`src/rtl/uart_pkg.sv`:
```
// uart_pkg: shared types and constants for the UART receiver with RX FIFO.
//   - parameter defaults for uart_rx_fifo
//   - receive FSM state encoding
//   - data_bits_i word-length encoding
//   - bit positions of the error field stored with every FIFO entry
package uart_pkg;

  localparam int DEF_FIFO_DEPTH    = 16;
  localparam int DEF_OVERSAMPLE    = 16;
  localparam int DEF_DIV_W         = 16;
  localparam int DEF_TIMEOUT_CHARS = 4;

  // One FIFO entry: {err[2:0], data[7:0]}
  localparam int FIFO_WIDTH = 11;

  // data_bits_i encoding
  localparam logic [1:0] DB_5 = 2'b00;
  localparam logic [1:0] DB_6 = 2'b01;
  localparam logic [1:0] DB_7 = 2'b10;
  localparam logic [1:0] DB_8 = 2'b11;

  // Bit indices inside rd_err_o
  localparam int ERR_PAR = 0;
  localparam int ERR_FRM = 1;
  localparam int ERR_BRK = 2;

  typedef enum logic [2:0] {
    ST_IDLE     = 3'd0,
    ST_START    = 3'd1,
    ST_DATA     = 3'd2,
    ST_PARITY   = 3'd3,
    ST_STOP     = 3'd4,
    ST_BRK_WAIT = 3'd5
  } rx_state_e;

  // Index of the last data bit for a given word-length code.
  function automatic logic [2:0] last_bit_idx(input logic [1:0] db);
    logic [2:0] idx;
    case (db)
      DB_5:    idx = 3'd4;
      DB_6:    idx = 3'd5;
      DB_7:    idx = 3'd6;
      DB_8:    idx = 3'd7;
      default: idx = 3'd7;
    endcase
    return idx;
  endfunction

  // Build a FIFO entry from its error flags and data byte.
  function automatic logic [FIFO_WIDTH-1:0] pack_entry(input logic brk, input logic frm,
                                                       input logic par, input logic [7:0] data);
    logic [2:0] err;
    err          = 3'b000;
    err[ERR_BRK] = brk;
    err[ERR_FRM] = frm;
    err[ERR_PAR] = par;
    return {err, data};
  endfunction

endpackage

```
`src/rtl/uart_sync_fifo.sv`:
```
// uart_sync_fifo: single-clock first-word-fall-through FIFO.
// Ports:
//   clk, rst        clock, asynchronous active-low reset
//   clr             synchronous clear; overrides push and pop
//   push, push_data write request and data
//   pop             read request (ignored when empty)
//   head            entry at the head, zero while empty
//   empty           no entries stored
//   level           current occupancy
//   level_next      occupancy after this clock edge
//   push_ok, pop_ok push / pop accepted this cycle
//   overflow        push refused because the FIFO is full and not popping
module uart_sync_fifo #(
  parameter int  WIDTH = 11,
  parameter int  DEPTH = 16,
  localparam int AW    = $clog2(DEPTH),
  localparam int LW    = AW + 1
) (
  input  logic             clk,
  input  logic             rst,
  input  logic             clr,
  input  logic             push,
  input  logic [WIDTH-1:0] push_data,
  input  logic             pop,
  output logic [WIDTH-1:0] head,
  output logic             empty,
  output logic [LW-1:0]    level,
  output logic [LW-1:0]    level_next,
  output logic             push_ok,
  output logic             pop_ok,
  output logic             overflow
);

  logic [WIDTH-1:0] mem_r [DEPTH];
  logic [AW-1:0]    wr_ptr_r;
  logic [AW-1:0]    rd_ptr_r;
  logic [LW-1:0]    level_r;
  logic             full_s;

  assign empty    = (level_r == LW'(0));
  assign full_s   = (level_r == LW'(DEPTH));
  assign pop_ok   = pop && !empty;
  // A full FIFO still accepts a push when the head leaves in the same cycle.
  assign push_ok  = push && (!full_s || pop_ok);
  assign overflow = push && full_s && !pop_ok && !clr;
  assign level    = level_r;
  assign head     = empty ? {WIDTH{1'b0}} : mem_r[rd_ptr_r];

  // Next occupancy, shared with the parent for its registered interrupt.
  always_comb begin
    level_next = level_r;
    if (clr) begin
      level_next = LW'(0);
    end else if (push_ok && !pop_ok) begin
      level_next = level_r + LW'(1);
    end else if (pop_ok && !push_ok) begin
      level_next = level_r - LW'(1);
    end else begin
      level_next = level_r;
    end
  end

  // Storage array; contents are don't-care until written.
  always_ff @(posedge clk) begin
    if (push_ok && !clr) begin
      mem_r[wr_ptr_r] <= push_data;
    end
  end

  // Pointers and occupancy; pointers wrap naturally as DEPTH is a power of two.
  always_ff @(posedge clk or negedge rst) begin
    if (!rst) begin
      wr_ptr_r <= AW'(0);
      rd_ptr_r <= AW'(0);
      level_r  <= LW'(0);
    end else if (clr) begin
      wr_ptr_r <= AW'(0);
      rd_ptr_r <= AW'(0);
      level_r  <= LW'(0);
    end else begin
      if (push_ok) begin
        wr_ptr_r <= wr_ptr_r + AW'(1);
      end
      if (pop_ok) begin
        rd_ptr_r <= rd_ptr_r + AW'(1);
      end
      level_r <= level_next;
    end
  end

endmodule

```
`src/rtl/uart_rx_fifo.sv`:
```
// uart_rx_fifo: UART receiver (5-8 data bits, optional parity, 1/2 stop bits,
// break detection) feeding a first-word-fall-through receive FIFO with
// overrun, receive-timeout and level interrupt.
// Ports:
//   clk, rst                       clock, asynchronous active-low reset
//   rx_i                           asynchronous serial input, idle high
//   baud_div_i                     sample tick every baud_div_i+1 clocks
//   data_bits_i                    00=5 .. 11=8 data bits
//   parity_en_i, parity_odd_i      parity enable / odd select
//   stop2_i                        two stop bits
//   fifo_clr_i, clr_overrun_i      FIFO clear, overrun flag clear
//   thresh_i                       level interrupt threshold (0 = off)
//   rd_valid_o, rd_ready_i         read handshake
//   rd_data_o, rd_err_o            head data and {break, framing, parity}
//   level_o                        FIFO occupancy
//   overrun_o, timeout_o, irq_o    status and interrupt
module uart_rx_fifo
  import uart_pkg::*;
#(
  parameter int  FIFO_DEPTH    = DEF_FIFO_DEPTH,
  parameter int  OVERSAMPLE    = DEF_OVERSAMPLE,
  parameter int  DIV_W         = DEF_DIV_W,
  parameter int  TIMEOUT_CHARS = DEF_TIMEOUT_CHARS,
  localparam int LW            = $clog2(FIFO_DEPTH) + 1
) (
  input  logic             clk,
  input  logic             rst,
  input  logic             rx_i,
  input  logic [DIV_W-1:0] baud_div_i,
  input  logic [1:0]       data_bits_i,
  input  logic             parity_en_i,
  input  logic             parity_odd_i,
  input  logic             stop2_i,
  input  logic             fifo_clr_i,
  input  logic             clr_overrun_i,
  input  logic [LW-1:0]    thresh_i,
  output logic             rd_valid_o,
  input  logic             rd_ready_i,
  output logic [7:0]       rd_data_o,
  output logic [2:0]       rd_err_o,
  output logic [LW-1:0]    level_o,
  output logic             overrun_o,
  output logic             timeout_o,
  output logic             irq_o
);

  localparam int PH_W     = $clog2(OVERSAMPLE);
  localparam int TO_LIMIT = TIMEOUT_CHARS * 10 * OVERSAMPLE;
  localparam int TO_W     = $clog2(TO_LIMIT + 1);

  // Synchronizer and baud tick
  logic             sync1_r, sync2_r, rx_s;
  logic [DIV_W-1:0] tick_cnt_r;
  logic             tick_s;

  // Receive FSM
  rx_state_e             state_r;
  logic [PH_W-1:0]       phase_r;
  logic [2:0]            bit_cnt_r;
  logic [7:0]            shift_r;
  logic                  par_acc_r, zero_r, perr_r, ferr_r, brk_r, stop_cnt_r;
  logic [1:0]            db_r;
  logic                  pe_r, po_r, s2_r;
  logic                  push_r;
  logic [FIFO_WIDTH-1:0] push_word_r;
  logic                  mid_bit_s, mid_start_s;
  logic                  frame_brk_s, frame_ferr_s, last_stop_s;
  logic [FIFO_WIDTH-1:0] frame_word_s;

  // FIFO and status
  logic [FIFO_WIDTH-1:0] head_s;
  logic                  empty_s, push_ok_s, pop_ok_s, overflow_s;
  logic [LW-1:0]         level_s, level_next_s;
  logic [TO_W-1:0]       to_cnt_r;
  logic                  to_hit_s, timeout_r, timeout_next_s;
  logic                  overrun_r, irq_r, irq_next_s;

  assign rx_s        = sync2_r;
  assign tick_s      = (tick_cnt_r >= baud_div_i);
  assign mid_start_s = tick_s && (phase_r == PH_W'(OVERSAMPLE / 2 - 1));
  assign mid_bit_s   = tick_s && (phase_r == PH_W'(OVERSAMPLE - 1));

  // Two-flop synchronizer; resets to the idle line level.
  always_ff @(posedge clk or negedge rst) begin
    if (!rst) begin
      sync1_r <= 1'b1;
      sync2_r <= 1'b1;
    end else begin
      sync1_r <= rx_i;
      sync2_r <= sync1_r;
    end
  end

  // Free-running sample tick divider; >= lets a shrinking divisor wrap at once.
  always_ff @(posedge clk or negedge rst) begin
    if (!rst) begin
      tick_cnt_r <= DIV_W'(0);
    end else if (tick_s) begin
      tick_cnt_r <= DIV_W'(0);
    end else begin
      tick_cnt_r <= tick_cnt_r + DIV_W'(1);
    end
  end

  // Result of the stop sample taken this cycle and the entry it would produce.
  always_comb begin
    frame_ferr_s = ferr_r | ~rx_s;
    last_stop_s  = stop_cnt_r | ~s2_r;
    if (stop_cnt_r) begin
      frame_brk_s = brk_r;
    end else begin
      frame_brk_s = zero_r & ~rx_s;
    end
    if (frame_brk_s) begin
      frame_word_s = pack_entry(1'b1, 1'b1, 1'b0, 8'h00);
    end else begin
      frame_word_s = pack_entry(1'b0, frame_ferr_s, perr_r, shift_r);
    end
  end

  // Receive FSM: oversampled frame decoding with a registered push strobe.
  always_ff @(posedge clk or negedge rst) begin
    if (!rst) begin
      state_r     <= ST_IDLE;
      phase_r     <= PH_W'(0);
      bit_cnt_r   <= 3'd0;
      shift_r     <= 8'h00;
      par_acc_r   <= 1'b0;
      zero_r      <= 1'b0;
      perr_r      <= 1'b0;
      ferr_r      <= 1'b0;
      brk_r       <= 1'b0;
      stop_cnt_r  <= 1'b0;
      db_r        <= DB_8;
      pe_r        <= 1'b0;
      po_r        <= 1'b0;
      s2_r        <= 1'b0;
      push_r      <= 1'b0;
      push_word_r <= {FIFO_WIDTH{1'b0}};
    end else begin
      push_r <= 1'b0;
      case (state_r)
        ST_IDLE: begin
          if (!rx_s) begin
            state_r    <= ST_START;
            phase_r    <= PH_W'(0);
            bit_cnt_r  <= 3'd0;
            shift_r    <= 8'h00;
            par_acc_r  <= 1'b0;
            zero_r     <= 1'b1;
            perr_r     <= 1'b0;
            ferr_r     <= 1'b0;
            brk_r      <= 1'b0;
            stop_cnt_r <= 1'b0;
            db_r       <= data_bits_i;
            pe_r       <= parity_en_i;
            po_r       <= parity_odd_i;
            s2_r       <= stop2_i;
          end
        end
        ST_START: begin
          if (mid_start_s) begin
            phase_r <= PH_W'(0);
            // A high line at mid start bit is a glitch, not a frame.
            state_r <= rx_s ? ST_IDLE : ST_DATA;
          end else if (tick_s) begin
            phase_r <= phase_r + PH_W'(1);
          end
        end
        ST_DATA: begin
          if (mid_bit_s) begin
            phase_r            <= PH_W'(0);
            shift_r[bit_cnt_r] <= rx_s;
            par_acc_r          <= par_acc_r ^ rx_s;
            zero_r             <= zero_r & ~rx_s;
            if (bit_cnt_r == last_bit_idx(db_r)) begin
              state_r <= pe_r ? ST_PARITY : ST_STOP;
            end else begin
              bit_cnt_r <= bit_cnt_r + 3'd1;
            end
          end else if (tick_s) begin
            phase_r <= phase_r + PH_W'(1);
          end
        end
        ST_PARITY: begin
          if (mid_bit_s) begin
            phase_r <= PH_W'(0);
            // Total XOR must equal 1 for odd parity, 0 for even.
            perr_r  <= par_acc_r ^ rx_s ^ po_r;
            zero_r  <= zero_r & ~rx_s;
            state_r <= ST_STOP;
          end else if (tick_s) begin
            phase_r <= phase_r + PH_W'(1);
          end
        end
        ST_STOP: begin
          if (mid_bit_s) begin
            phase_r <= PH_W'(0);
            ferr_r  <= frame_ferr_s;
            brk_r   <= frame_brk_s;
            if (last_stop_s) begin
              push_r      <= 1'b1;
              push_word_r <= frame_word_s;
              state_r     <= frame_brk_s ? ST_BRK_WAIT : ST_IDLE;
            end else begin
              stop_cnt_r <= 1'b1;
            end
          end else if (tick_s) begin
            phase_r <= phase_r + PH_W'(1);
          end
        end
        ST_BRK_WAIT: begin
          if (rx_s) begin
            state_r <= ST_IDLE;
          end
        end
        default: begin
          state_r <= ST_IDLE;
        end
      endcase
    end
  end

  uart_sync_fifo #(
    .WIDTH (FIFO_WIDTH),
    .DEPTH (FIFO_DEPTH)
  ) u_fifo (
    .clk        (clk),
    .rst        (rst),
    .clr        (fifo_clr_i),
    .push       (push_r),
    .push_data  (push_word_r),
    .pop        (rd_ready_i),
    .head       (head_s),
    .empty      (empty_s),
    .level      (level_s),
    .level_next (level_next_s),
    .push_ok    (push_ok_s),
    .pop_ok     (pop_ok_s),
    .overflow   (overflow_s)
  );

  assign to_hit_s = (to_cnt_r == TO_W'(TO_LIMIT)) && !empty_s;

  // Idle-tick counter for the receive timeout; saturates at the limit.
  always_ff @(posedge clk or negedge rst) begin
    if (!rst) begin
      to_cnt_r <= TO_W'(0);
    end else if (push_ok_s || pop_ok_s || fifo_clr_i || empty_s) begin
      to_cnt_r <= TO_W'(0);
    end else if (tick_s && (to_cnt_r != TO_W'(TO_LIMIT))) begin
      to_cnt_r <= to_cnt_r + TO_W'(1);
    end
  end

  // Next timeout and interrupt values, so irq_o tracks level_o in the same cycle.
  always_comb begin
    if (fifo_clr_i || pop_ok_s) begin
      timeout_next_s = 1'b0;
    end else if (to_hit_s) begin
      timeout_next_s = 1'b1;
    end else begin
      timeout_next_s = timeout_r;
    end
    irq_next_s = ((thresh_i != LW'(0)) && (level_next_s >= thresh_i)) || timeout_next_s;
  end

  // Status registers; a new overrun wins over a same-cycle clear.
  always_ff @(posedge clk or negedge rst) begin
    if (!rst) begin
      overrun_r <= 1'b0;
      timeout_r <= 1'b0;
      irq_r     <= 1'b0;
    end else begin
      if (overflow_s) begin
        overrun_r <= 1'b1;
      end else if (clr_overrun_i) begin
        overrun_r <= 1'b0;
      end
      timeout_r <= timeout_next_s;
      irq_r     <= irq_next_s;
    end
  end

  assign rd_valid_o = !empty_s;
  assign rd_data_o  = head_s[7:0];
  assign rd_err_o   = head_s[10:8];
  assign level_o    = level_s;
  assign overrun_o  = overrun_r;
  assign timeout_o  = timeout_r;
  assign irq_o      = irq_r;

endmodule
```
`config.mk`:
```
export PLATFORM = sky130hd
export DESIGN_NAME = uart_rx_fifo
export DESIGN_NICKNAME = d
export VERILOG_FILES = /design/src/rtl/uart_pkg.sv /design/src/rtl/uart_sync_fifo.sv /design/src/rtl/uart_rx_fifo.sv
export SDC_FILE = /design/constraint.sdc
export NUM_CORES = 1
export LEC_CHECK = 0
export ABC_AREA = 1
export CORE_MARGIN = 2
export CORE_UTILIZATION = 30
export CTS_BUF_LIST = sky130_fd_sc_hd__clkbuf_2
export CTS_CLUSTER_DIAMETER = 100
export DETAILED_ROUTE_END_ITERATION = 8
export SLEW_MARGIN = 20
export SYNTH_ARGS = -nofsm -noshare
export SYNTH_HDL_FRONTEND = slang
export SYNTH_SLANG_ARGS = --single-unit
```
`constraint.sdc`:
```
create_clock -name clk -period 3.3 [get_ports clk]
set_input_delay 0.66 -clock clk [delete_from_list [all_inputs] [get_ports clk]]
set_output_delay 0.66 -clock clk [all_outputs]
set_load 0.01 [all_outputs]
```
==> results of run 1 <==
[metrics by stage]
stage / hold slack, ns / setup WS [ns] / total power, uW
detailed placement: 0.348 / 0.258 / 6280
global placement: 0.347 / 0.311 / 6240
floorplan: 0.345 / 0.738 / 5450
CTS: 0.136 / -0.0172 / 8820
finish: 0.221 / 0.0681 / 8860
global route: 0.146 / -0.103 / 9430
[registers in the layout (all words and copies together), names as in the netlist, 4 cells and up]
register / count
phase_r: 4
push_word_r: 11
shift_r: 8
tick_cnt_r: 16
to_cnt_r: 10
u_fifo.level: 5
u_fifo.mem_r: 176
u_fifo.rd_ptr_r: 4
u_fifo.wr_ptr_r: 4
[where the power goes]
group / switching [uW] / internal, uW / leakage [uW]
Sequential: 177 / 3630 / 0.00267
Clock: 1320 / 871 / 0.000450
Combinational: 1700 / 1160 / 0.00252
[synth_stat cells, types with 19 or more instances]
master    count
ha_1         33
inv_1        94
dfrtp_1      81
nand3_1      45
a21oi_1      45
clkbuf_1     30
nand2_1     178
nor3_1       19
nor2_1      156
o221ai_1     34
edfxtp_1    176
o21ai_0     132
[path summary, 6_finish.rpt]
kind	from	slack [ns]	to
max in group asynchronous	rst	2.36	rx_s
min reg2reg	sync1_r	0.37	rx_s
min in group clk	rx_i	0.25	sync1_r
max	u_fifo.rd_ptr_r[3]	0.07	rd_data_o[4]
min	rst	0.22	tick_cnt_r[4]
max reg2reg	u_fifo.level[1]	0.53	irq_o
[per-layer routing]
metal	vias up	global-route usage [%]
met2	286	23.1
met3	55	3.07
met5	-	0
met1	4187	18.8
li1	4250	-
met4	0	5.08
[cell type report]
class	instances	area share (%)
antenna	1	0.0177
clock buffer	98	3.47
clock inverter	17	0.762
inverter	103	2.85
multi-input combinational	731	27.8
sequential	261	52.5
tap	518	4.59
timing repair buffer	104	7.97
[kinds of logic (layout without fill, tap and decap cells)]
logic type,after synthesis,in the layout,synth area share [%]
compound gates,240,240,11.8
xor+xnor,9,9,0.665
other cells,0,1,0
mux,4,4,0.380
fa+ha+maj,33,33,3.49
flops,261,261,62.6
simple gates,445,445,16.3
buf+inv,144,322,4.79
[timing repair]
| item | 4_1_cts | 5_1_grt |
|---|---|---|
| cloned | 4 | 2 |
| setup buffers | 7 | 4 |
| endpoints found under the setup margin | 11 | 10 |
| hold buffers | 1 | 0 |
| pin swaps | 13 | 10 |
| gates resized for setup | 62 | 23 |
| endpoints found under the hold margin | 66 | 0 |
==> results_dict.tcl, run 1 <==
set metrics [dict create \
    clk_latency_ns 0.86 \
    core_sq_um 38800 \
    wl_microns 29200 \
    dr_wl_met3_microns 1980 \
    grt_antenna_before_repair 1 \
    n_fill_cell 3842 \
    grt_first_pass_wirelength_microns 46000 \
    area_delta_synth_final_pct 19.2 \
    yosys-top-cells-area "edfxtp_1 45%, dfrtp_1 17%, nand2_1 5.6%, o21ai_0 5.6%, nor2_1 4.9%" \
    syn-num-nets 1201 \
    dieWidth_microns 203 \
    fin_crit_ns 3.23 \
    synth_area_leader_cell "edfxtp_1" \
    initial_utilization_pct 30.5 \
    dpl.hpwl_microns 17200 \
    ys_types 45 \
    slew_viol_final 0 \
    cts_tree "yes" \
    yosys_warnings 0 \
    final_util_pct 36.4 \
    routed_via_density 4.79 \
    row_count 72 \
    cts-root-buf "clkbuf_2" \
    period_share_pct 97.9 \
    drt-wirelength-per-cell_microns 15.9 \
    tightest_slew_ns 0.634 \
    synth_edf_count 176 \
    routedLengthMet1_microns 12900 \
    crit_chain "clkinv_1, buf_12, nor2_1, o21ai_2, a21oi_1, clkdlybuf4s15_2" \
    crit_cells 6 \
    dpl.cell_count 1699 \
    synthesis.area_sq_um 11800 \
    critical-path-top-delay-family "buffers and inverters" \
    gp_congestion 0.797 \
    cp.required_ns 2.64 \
    max-clock-path-buffers 3 \
    path_class "flip-flop to output pin" \
    finClkSkew_ns 0.0617 \
    regArea_sq_um 7420 \
    die-area_sq_um 41100 \
    finalSetupTns_ns 0 \
    path_max_fanout 12 \
    final_common_cell "nand2_1" \
    ant_nets 0 \
    final_area_sq_um 14100 \
    drc 0 \
    first_global_vias 8598 \
    finalHoldViolCount 0 \
    final_cell_mix "178 x nand2_1, 176 x edfxtp_1, 154 x nor2_1, 125 x o21ai_0, 102 x clkbuf_2" \
    reg2reg_depth 21 \
    boundaryPins 52 \
    power_density_nw_per_um2 627 \
    leakagePower_uw 0.00564 \
    synth_top_area_share_pct 44.6 \
    setup_violations 0 \
    placed_area_sq_um 13200 \
    multi_input_area_sq_um 3930 \
    crit_slowest_cell "dfrtp_1" \
    clock_sinks 261 \
    drive_gt1_share_pct 18.3 \
    overflow 0 \
    drv_cap 0 \
    syn_inst 1136 \
    hold_class "input port to asynchronous set/reset pin" \
    port_buffers 51 \
    final_cells 1833 \
    nets 1332 \
    routed.top_layer "met4" \
    dr.pass1.iters 5 \
    max_stage_delay_ns 0.45 \
    vias 8778 \
    clkTransAtPathRegs_ns 0.11 \
    synth-main-ff-cell "edfxtp_1" \
    worstPathBufferInverterCount 3 \
    worst_setup_path_start_kind "flip-flop" \
    synth_seq_cells 261 \
    maxSlewHeadroom_pct 57.8 \
    status "finished, final reports clean" \
    critPathArrivalTime_ns 2.57 \
    async_flop_share_pct 32.6 \
    syn_area_per_cell_sq_um 10.4 \
    detailroute.wirelength.met2_microns 13700 \
    critPathCaptureType "output pin" \
    max_freq_mhz 309 \
    ys_seq_area_share_pct 62.6 \
    drtIter0Drc 474 \
    cts_buffers 66 \
    grt_setup_unrepaired "yes" \
    gr-usage-all-layers_pct 14.3 \
    ir_drop_mv 0.274 \
    htree_num_levels 3 \
    grt_max_degree 42 \
    die_y_microns 203 \
]
Power figures use the tool's default switching activity.
==> run 2: changes to the inputs <==
==> constraint.sdc (replaced) <==
create_clock -name clk -period 3.3 [get_ports clk]
set_input_delay 0.33 -clock clk [delete_from_list [all_inputs] [get_ports clk]]
set_output_delay 0.33 -clock clk [all_outputs]
set_load 0.01 [all_outputs]
==> results_dict.tcl, run 2 (synthesized netlist as in run 1, its figures left out) <==
set metrics [dict create \
    status "finished, final reports clean" \
    path_class "flip-flop to output pin" \
    max_stage_delay_ns 0.45 \
    whs_ns 0.0614 \
    pwr-share-seq_pct 43.8 \
    leakagePower_uw 0.00562 \
    cts_buffers 66 \
    p_sw_uw 3080 \
    drive_gt1_share_pct 16.3 \
    internal-power_uw 5600 \
    detailroute.wirelength.met2_microns 13600 \
    grt_antenna_before_repair 1 \
    critPathArrivalTime_ns 2.80 \
    die-area_sq_um 41100 \
    finalHoldViolCount 0 \
    crit_chain "buf_4, buf_4, buf_16, o21ai_0, o22ai_1, nor2_2, nor2_1, o21ai_0, a21oi_1, dlygate4sd2_1" \
    gp_congestion 0.782 \
    wl_microns 28700 \
    final_util_pct 36.0 \
    regMostFlops "u_fifo.mem_r" \
    crit_slowest_cell "dfrtp_2" \
    dr.pass1.iters 5 \
    die_y_microns 203 \
    period_share_pct 95.0 \
    switching_share_pct 35.5 \
    finClkSkew_ns 0.0686 \
    drv_cap 0 \
    htree_num_levels 3 \
    rrSetupSlack_ns 0.44 \
    n_fill_cell 3933 \
    critPathCaptureType "output pin" \
    cts-root-buf "clkbuf_2" \
    ant_nets 0 \
    overflow 0 \
    power_density_nw_per_um2 622 \
    row_count 72 \
    dr_wl_met3_microns 1630 \
    total_power_uw 8690 \
    cp.required_ns 2.97 \
    finalSetupTns_ns 0 \
    clk_latency_ns 0.86 \
    nets 1327 \
    area_delta_synth_final_pct 17.9 \
    clkTransAtPathRegs_ns 0.11 \
    worst_setup_path_start_kind "flip-flop" \
    initial_utilization_pct 30.5 \
    routed.top_layer "met4" \
    worstPathBufferInverterCount 4 \
    fin_crit_ns 3.13 \
    top_regs "u_fifo.mem_r (176), tick_cnt_r (16), push_word_r (11)" \
    dpl.hpwl_microns 17500 \
    routed_via_density 4.76 \
    final_cell_mix "178 x nand2_1, 176 x edfxtp_1, 155 x nor2_1, 130 x o21ai_0, 101 x clkbuf_2" \
    max-clock-path-buffers 3 \
    largest_reg_flops 176 \
    drtIter0Drc 432 \
    port_buffers 51 \
    clock_sinks 261 \
    boundaryPins 52 \
    path_max_fanout 23 \
    tightest_slew_ns 0.818 \
    dieWidth_microns 203 \
    ir_drop_mv 0.346 \
    hold_class "input port to flip-flop" \
    slew_viol_final 0 \
    max_freq_mhz 319 \
    comb_power_share_pct 31.5 \
    grt_max_degree 61 \
    pwr-share-clk_pct 24.7 \
    vias 8699 \
    drt-wirelength-per-cell_microns 15.7 \
    dpl_worst_slack_ns 0.478 \
    grt_first_pass_wirelength_microns 45800 \
    gr-usage-all-layers_pct 14.1 \
    final_common_cell "nand2_1" \
    critical-path-top-delay-family "buffers and inverters" \
    core_sq_um 38800 \
    first_global_vias 8666 \
    fin_ws_ns 0.166 \
    drc 0 \
    cts_tree "yes" \
    routedLengthMet1_microns 13000 \
    setup_violations 0 \
    maxSlewHeadroom_pct 45.4 \
]
## run 2: changes by cell type in the layout (fill, tap and decap cells not counted), moves of 3 or more
cell and delta:
dlygate4sd2_1 +9, clkinv_4 -3, o21ai_0 +5, a21oi_1 +4, buf_12 -6, buf_2 -5, a21oi_2 -4, o21ai_2 -3
## run 2: cell type report
cell class / instances / area [sq um] / share of cell area, %
diodes: 2 / 5.00 / 0.0358
clock buffers: 100 / 500 / 3.58
clock inverters: 13 / 78.8 / 0.564
inverters: 103 / 400 / 2.87
multi-input cells: 731 / 3880 / 27.8
flip-flops and latches: 261 / 7420 / 53.1
well taps: 518 / 648 / 4.64
repair buffers: 99 / 1030 / 7.36
## run 2: worst paths after layout
check | cells after the start | to | from
max | 10 | rd_data_o[4] | u_fifo.rd_ptr_r[0]
min | 2 | overrun_o | clr_overrun_i
max reg2reg | 21 | irq_o | u_fifo.level[0]
min reg2reg | 0 | rx_s | sync1_r
max in group asynchronous | 3 | push_word_r[9] | rst
min in group asynchronous | 2 | to_cnt_r[6] | rst
## run 2: per-layer routing
layer	vias up	track usage (%)
met1	4179	18.7
met4	0	4.72
li1	4250	-
met5	-	0
met3	42	2.71
met2	228	23.3
## run 2: worst reg2reg max path, cell delays in order (launching register included)
cell      delay, ns
dfrtp_1        0.43
inv_1          0.11
ha_1           0.16
inv_1          0.07
nor3_4         0.18
nand2_4        0.13
nand2_4        0.10
inv_4          0.06
nor2_2         0.17
inv_2          0.08
nand2_1        0.08
nor2_1         0.05
nor2_1         0.13
inv_1          0.06
ha_1           0.26
inv_1          0.05
nand2_1        0.04
a21oi_1        0.13
o21bai_1       0.07
a21oi_1        0.12
o21bai_1       0.07
a21o_1         0.15
## run 2: what timing repair did
action,4_1_cts,5_1_grt
hold buffers,2,0
gates resized for setup,26,4
setup endpoints to repair,11,2
hold endpoints to repair,56,0
buffers inserted,7,1
pin swaps,7,2
gates cloned,2,1
## run 2: per-stage QoR
| step | cells | instance area, sq um |
|---|---|---|
| after floorplan | 1136 | 11800 |
| after global placement | 1699 | 13100 |
| after detailed placement | 1699 | 13100 |
| after CTS | 1823 | 13900 |
| after global routing | 1827 | 14000 |
| final | 1827 | 14000 |
## run 2: power by group through the flow
stage	Combinational, uW	Sequential [uW]	Clock (uW)
after CTS	2700	3810	2220
after detailed placement	2410	3880	0
after global placement	2350	3880	0
after floorplan	1630	3820	0
final	2740	3810	2140
after global routing	3060	3840	2380
==> run 3: changes to the inputs <==
Settings changed: CTS_CLUSTER_DIAMETER 100 to default.
==> results of run 3 <==
No change in the layout: final DEF, timing and power equal those of run 2.
